$ cat config.mk
export PLATFORM = sky130hd
export DESIGN_NAME = adda_flat
export DESIGN_NICKNAME = d
export VERILOG_FILES = /design/src/rtl/adpcm_pkg.sv /design/src/rtl/adda_if.sv /design/src/rtl/adda_core.sv /design/src/rtl/adda.sv /design/src/flat_wrapper.sv
export SDC_FILE = /design/constraint.sdc
export NUM_CORES = 1
export LEC_CHECK = 0
export ABC_AREA = 1
export CORE_ASPECT_RATIO = 1.4
export CORE_MARGIN = 2
export CORE_UTILIZATION = 34
export DETAILED_ROUTE_END_ITERATION = 12
export PLACE_DENSITY = 0.73
export SLEW_MARGIN = 25
export SYNTH_ARGS = -nofsm -noshare
export SYNTH_HDL_FRONTEND = slang
export SYNTH_HIERARCHICAL = 1
export SYNTH_SLANG_ARGS = --single-unit
$ cat constraint.sdc
create_clock -name clk -period 0.8 [get_ports clk]
set_input_delay 0.16 -clock clk [delete_from_list [all_inputs] [get_ports clk]]
set_output_delay 0.16 -clock clk [all_outputs]
set_load 0.005 [all_outputs]
$ cat src/rtl/adpcm_pkg.sv
// Shared ADPCM datapath widths and types, reused by the ADDA, ANTILOG and
// scale-factor adaptation blocks.
package adpcm_pkg;

    localparam int DQL_W   = 12;
    localparam int Y_W     = 13;
    localparam int Y_SHIFT = 2;

    typedef logic [DQL_W-1:0] dql_t;
    typedef logic [Y_W-1:0]   y_t;

    // Modulo-2^DQL_W add of DQLN and the zero-extended, right-shifted scale factor.
    function automatic dql_t log_add(input dql_t dqln, input y_t y);
        dql_t y_ext_s;
        y_ext_s = dql_t'(y >> Y_SHIFT);
        return dqln + y_ext_s;
    endfunction

endpackage

$ cat src/rtl/adda_if.sv
// Sample/result bundle between the quantizer datapath and the ADDA stage.
interface adda_if
    import adpcm_pkg::*;
#(
    parameter int DQL_W = adpcm_pkg::DQL_W,
    parameter int Y_W   = adpcm_pkg::Y_W
);
    logic [DQL_W-1:0] DQLN;
    logic [Y_W-1:0]   Y;
    logic             in_valid;
    logic [DQL_W-1:0] DQL;
    logic             out_valid;

    modport master (
        output DQLN,
        output Y,
        output in_valid,
        input  DQL,
        input  out_valid
    );

    modport slave (
        input  DQLN,
        input  Y,
        input  in_valid,
        output DQL,
        output out_valid
    );
endinterface

$ cat src/rtl/adda_core.sv
// Purely combinational modulo adder: DQLN + (Y >> Y_SHIFT), carry discarded.
module adda_core
    import adpcm_pkg::*;
#(
    parameter int DQL_W   = adpcm_pkg::DQL_W,
    parameter int Y_W     = adpcm_pkg::Y_W,
    parameter int Y_SHIFT = adpcm_pkg::Y_SHIFT
) (
    input  logic [DQL_W-1:0] dqln,
    input  logic [Y_W-1:0]   y,
    output logic [DQL_W-1:0] sum
);

    logic [DQL_W-1:0] y_ext_s;
    logic [DQL_W-1:0] sum_s;

    // The shifted scale factor is unsigned, so it is zero-extended, never sign-extended.
    always_comb begin
        y_ext_s = {DQL_W{1'b0}};
        sum_s   = {DQL_W{1'b0}};
        y_ext_s = DQL_W'(y >> Y_SHIFT);
        sum_s   = dqln + y_ext_s;
    end

    assign sum = sum_s;

endmodule

$ cat src/rtl/adda.sv
// ADDA stage: log-domain scale-factor add followed by one output/valid register.
module adda
    import adpcm_pkg::*;
#(
    parameter int DQL_W   = adpcm_pkg::DQL_W,
    parameter int Y_W     = adpcm_pkg::Y_W,
    parameter int Y_SHIFT = adpcm_pkg::Y_SHIFT
) (
    input  logic  clk,
    input  logic  reset_n,
    adda_if.slave bus
);

    logic [DQL_W-1:0] sum_s;
    logic [DQL_W-1:0] dql_r;
    logic             out_valid_r;

    adda_core #(
        .DQL_W   (DQL_W),
        .Y_W     (Y_W),
        .Y_SHIFT (Y_SHIFT)
    ) u_core (
        .dqln (bus.DQLN),
        .y    (bus.Y),
        .sum  (sum_s)
    );

    // Capture the sum on a valid sample; DQL holds between samples.
    always_ff @(posedge clk or negedge reset_n) begin
        if (!reset_n) begin
            dql_r       <= {DQL_W{1'b0}};
            out_valid_r <= 1'b0;
        end else begin
            if (bus.in_valid) begin
                dql_r <= sum_s;
            end else begin
                dql_r <= dql_r;
            end
            out_valid_r <= bus.in_valid;
        end
    end

    assign bus.DQL       = dql_r;
    assign bus.out_valid = out_valid_r;

endmodule

$ cat src/flat_wrapper.sv
// flat-port wrapper written by rule: the top's interface ports become plain ports
module adda_flat import adpcm_pkg::*;
#(
    parameter int DQL_W   = adpcm_pkg::DQL_W,
    parameter int Y_W     = adpcm_pkg::Y_W,
    parameter int Y_SHIFT = adpcm_pkg::Y_SHIFT
)
  (clk, reset_n, bus_DQLN, bus_Y, bus_in_valid, bus_DQL, bus_out_valid);
  adda_if #(.DQL_W(DQL_W), .Y_W(Y_W)) bus_i ();
  input  logic clk;
  input  logic reset_n;
  input wire logic [$bits(bus_i.DQLN)-1:0] bus_DQLN;
  input wire logic [$bits(bus_i.Y)-1:0] bus_Y;
  input wire logic [$bits(bus_i.in_valid)-1:0] bus_in_valid;
  output wire logic [$bits(bus_i.DQL)-1:0] bus_DQL;
  output wire logic [$bits(bus_i.out_valid)-1:0] bus_out_valid;
  assign bus_i.DQLN = bus_DQLN;
  assign bus_i.Y = bus_Y;
  assign bus_i.in_valid = bus_in_valid;
  assign bus_DQL = bus_i.DQL;
  assign bus_out_valid = bus_i.out_valid;
  adda #(.DQL_W(DQL_W), .Y_W(Y_W), .Y_SHIFT(Y_SHIFT)) u_core (.clk(clk), .reset_n(reset_n), .bus(bus_i));
endmodule
==> impl_table.tex <==
\begin{tabular}{lr}
\hline
Metric & Value \\
\hline
\multicolumn{2}{l}{\textbf{Yosys}} \\
Syn Inst Count & 170 \\
Post-synth net total & 210 \\
Mapped Area & 1109 sq um \\
Warnings from Yosys & 6 \\
Post-synthesis sequential area ratio & 29.35\% \\
Mean instance size in the synthesized netlist & 6.521 sq um \\
Library cells used by synthesis & 17 \\
Number of flip-flops and latches in the synthesized netlist & 13 \\
\multicolumn{2}{l}{\textbf{Floorplan}} \\
Placement Rows & 24 \\
Die Width & 52.26 um \\
Die span in y & 71.56 um \\
Starting Density & 35.50\% \\
Die Area & 3740 sq um \\
Top-Level Pins & 41 \\
Core area & 3123 sq um \\
\multicolumn{2}{l}{\textbf{STA}} \\
Achievable frequency & 826.1 MHz \\
Minimum clock period after layout & 1.210 ns \\
Part of the cycle the worst path needs & 151.3\% \\
Relative max-transition margin & 87.34\% \\
Smallest hold slack & 0.2353 ns \\
Setup ws final & -0.4104 ns \\
RSZ-0062 raised after global routing & true \\
Slew @ Worst Pin & 0.1900 ns \\
Final count of hold timing violations & 0 \\
Setup violators final & 24 \\
Setup skew after layout & 0 ns \\
Final max-slew violation count & 0 \\
\multicolumn{2}{l}{\textbf{Critical path}} \\
Sort of element at the start of the critical path & input port \\
Library cell contributing the largest single delay on the critical path & sky130\_fd\_sc\_hd\_\_fa\_2 \\
Ordered cell list for the critical path & buf\_6, ha\_4, fa\_2, nand2\_2, nand3\_2, nand3\_2, nand2\_1, nand2\_1, nand2\_1, nand2\_1, nand2\_1 \\
Highest cell delay on the worst timing path & 0.40 ns \\
Biggest fanout along the worst timing path & 4 \\
Critical path buffers and inverters & 1 \\
Most common cell on crit path & sky130\_fd\_sc\_hd\_\_nand2\_1 \\
Cell family with the largest share of critical-path delay & adder cells \\
Type of the worst setup path & in -> reg \\
Type of element capturing the critical path & flip-flop \\
Worst EP arrival & 1.34 ns \\
Data required, critical path & 0.93 ns \\
\multicolumn{2}{l}{\textbf{Outcome}} \\
Failing checks & negative setup slack \\
Result of the run & finished, violations left \\
\multicolumn{2}{l}{\textbf{Pwr}} \\
Proportion of power drawn by the clock network & 19.9\% \\
Part of the power in registers & 28.7\% \\
P per Cell Area & 1349 nW/um\^{}2 \\
P\_leak & 1.104 nW \\
Internal Power & 1.875 mW \\
Part of the power in combinational logic & 51.4\% \\
Switching part of the total & 33.78\% \\
Maximum VDD drop & 0.0008017 V \\
Net load switching power & 0.9561 mW \\
\multicolumn{2}{l}{\textbf{Global route}} \\
Total routing resource utilization after global routing & 18.81\% \\
Antenna violations before repair & 0 \\
First-pass GRT wire length & 5.382 mm \\
Number of global-route vias before repair & 1245 \\
Maximum number of pins on one net before global-route repair & 14 \\
Overflow left after global routing & 0 \\
\multicolumn{2}{l}{\textbf{Cells and area}} \\
ANT cells & 0 \\
Area Overhead vs Synth & 89.28\% \\
Final standard cell count with taps included and fillers excluded & 276 \\
Layout cell share with drive strength beyond 1 & 55.70\% \\
Layout net count & 278 \\
Layout Utilization & 67.19\% \\
\multicolumn{2}{l}{\textbf{Clocking}} \\
Count of H-tree levels built during CTS & 1 \\
Number of hold-repair buffers added at the cts stage & 0 \\
Largest buffer count on any clock path & 2 \\
Number of buffers created by CTS & 3 \\
Clock Pin Slew Worst Setup and Hold Paths & 0.05 ns \\
Worst-skew pair later-pin latency & 0.23 ns \\
Library cell used as clock root buffer & sky130\_fd\_sc\_hd\_\_clkbuf\_8 \\
Clock tree from TritonCTS & built \\
Number of sinks driven by the clock tree & 13 \\
\multicolumn{2}{l}{\textbf{Routing}} \\
Final WL & 3.363 mm \\
Pre-Repair DR Iteration Count & 4 \\
Antenna viol nets, final & 0 \\
Detailed-route via count & 1308 \\
Initial drt markers & 26 \\
Drc violations & 0 \\
Per-cell routed wire length & 12.18 um \\
Vias per Instance & 4.739 \\
\multicolumn{2}{l}{\textbf{Placement}} \\
Placed Cells incl. Taps & 257 \\
Detailed-placement wirelength estimate & 2.160 mm \\
IO buf count & 38 \\
Worst setup timing slack at the placement stage & -1.013 ns \\
Routability Congestion & 0.8604 \\
\multicolumn{2}{l}{\textbf{Worst hold path}} \\
Tightest Hold Check Type & in -> reg \\
\multicolumn{2}{l}{\textbf{Flow run}} \\
Max cap viols & 0 \\
\hline
\end{tabular}
==> per-stage QoR <==
stage          area, sq um  TNS (ns)  total power, mW
2_1_floorplan         1295    -3.178            1.432
3_3_place_gp          1808    -11.92            1.997
3_5_place_dp          1808    -12.35            2.018
4_1_cts               1986    -3.765            2.695
5_1_grt               2098    -5.389            3.029
6_report              2098    -4.537            2.831
==> power groups by stage <==
stage	clock network (mW)	registers, mW	logic (mW)
3_3_place_gp	0	0.829	1.17
4_1_cts	0.579	0.816	1.30
6_report	0.562	0.813	1.46
3_5_place_dp	0	0.832	1.19
2_1_floorplan	0	0.841	0.590
5_1_grt	0.617	0.824	1.59
==> path summary, 6_finish.rpt <==
kind                       slack [ns]               from  depth (start not counted)           endpoint
setup / recovery                -0.41           bus_Y[2]                         11  u_core/bus.DQL[8]
hold / removal                   0.24        bus_DQLN[0]                          4  u_core/bus.DQL[0]
setup reg to reg                -0.03  u_core/bus.DQL[1]                          4  u_core/bus.DQL[1]
hold reg to reg                  0.46  u_core/bus.DQL[0]                          2  u_core/bus.DQL[0]
max in group asynchronous        0.44            reset_n                          2  u_core/bus.DQL[5]
min in group asynchronous        0.25            reset_n                          2  u_core/bus.DQL[6]
==> repair_timing <==
item                       in CTS  in global routing
gates resized for setup       190                 24
setup buffers                   9                  6
pin swaps                      65                 40
setup endpoints to repair      25                 24
==> cells in the final DEF, fill, tap and decap left out, types with 3 or more instances in the layout <==
cell type	instances
sky130_fd_sc_hd__nand3_2	9
sky130_fd_sc_hd__nand4_1	3
sky130_fd_sc_hd__buf_2	21
sky130_fd_sc_hd__buf_4	20
sky130_fd_sc_hd__nand2_4	8
sky130_fd_sc_hd__inv_1	15
sky130_fd_sc_hd__a21oi_2	3
sky130_fd_sc_hd__nand2_1	60
sky130_fd_sc_hd__inv_2	5
sky130_fd_sc_hd__nor2_4	6
sky130_fd_sc_hd__nand2_2	17
sky130_fd_sc_hd__nor2_1	3
sky130_fd_sc_hd__clkbuf_8	3
sky130_fd_sc_hd__buf_6	19
sky130_fd_sc_hd__dfrtp_1	13
sky130_fd_sc_hd__ha_4	11
sky130_fd_sc_hd__xor2_1	5
==> sequential cells by signal, indices dropped and copies added, names as in the netlist <==
register	count
u_core/bus.DQL	12
u_core/bus.out_valid	1
==> cells by family (layout without fill, tap and decap cells) <==
| kind of cell | Yosys count | after routing | synth area share, % |
|---|---|---|---|
| buffers and inverters | 24 | 91 | 9.142 |
| AOI/OAI and AO/OA | 4 | 4 | 1.806 |
| and+or+nand+nor | 111 | 111 | 40.75 |
| DFF | 13 | 13 | 29.35 |
| adders and majority gates | 12 | 12 | 14.22 |
| xor gates and xnor gates | 6 | 6 | 4.740 |
==> layer usage <==
metal / GRT usage, % / vias up / share of wire (%)
met1: 21.77 / 605 / 36
met4: 9.117 / 0 / 2.6
met3: 2.083 / 8 / 4.0
met5: 0 / - / 0
li1: - / 652 / -
met2: 33.47 / 43 / 58
==> synthesized netlist by cell type <==
library cell	number	area, sq um
sky130_fd_sc_hd__nand2_1	86	322.8
sky130_fd_sc_hd__inv_1	21	78.83
sky130_fd_sc_hd__dfrtp_1	13	325.3
sky130_fd_sc_hd__ha_1	11	137.6
sky130_fd_sc_hd__nand3_1	11	55.05
sky130_fd_sc_hd__nor2_1	7	26.28
sky130_fd_sc_hd__xor2_1	5	43.79
sky130_fd_sc_hd__a21oi_1	4	20.02
sky130_fd_sc_hd__nand4_1	3	18.77
sky130_fd_sc_hd__nor2_2	2	12.51
sky130_fd_sc_hd__buf_4	1	7.510
sky130_fd_sc_hd__buf_6	1	11.26
sky130_fd_sc_hd__fa_1	1	20.02
sky130_fd_sc_hd__inv_2	1	3.750
sky130_fd_sc_hd__nand3_2	1	10.01
sky130_fd_sc_hd__or2_2	1	6.260
sky130_fd_sc_hd__xnor2_1	1	8.760
==> cell type report <==
type / count / area, sq um
multi-input cells: 133 / 1069
fillers: 259 / 1025
repair buffers: 65 / 523.0
flip-flops and latches: 13 / 325.3
inverters: 22 / 87.58
well taps: 39 / 48.80
clock buffers: 4 / 45.04
==> worst min-delay path, delay by kind of cell <==
kind,cells,cell delay (ns)
adder cells (fa/ha/maj),1,0.11
buffers and inverters,1,0.07
AND/OR/NAND/NOR,2,0.09
Power figures use the tool's default switching activity.
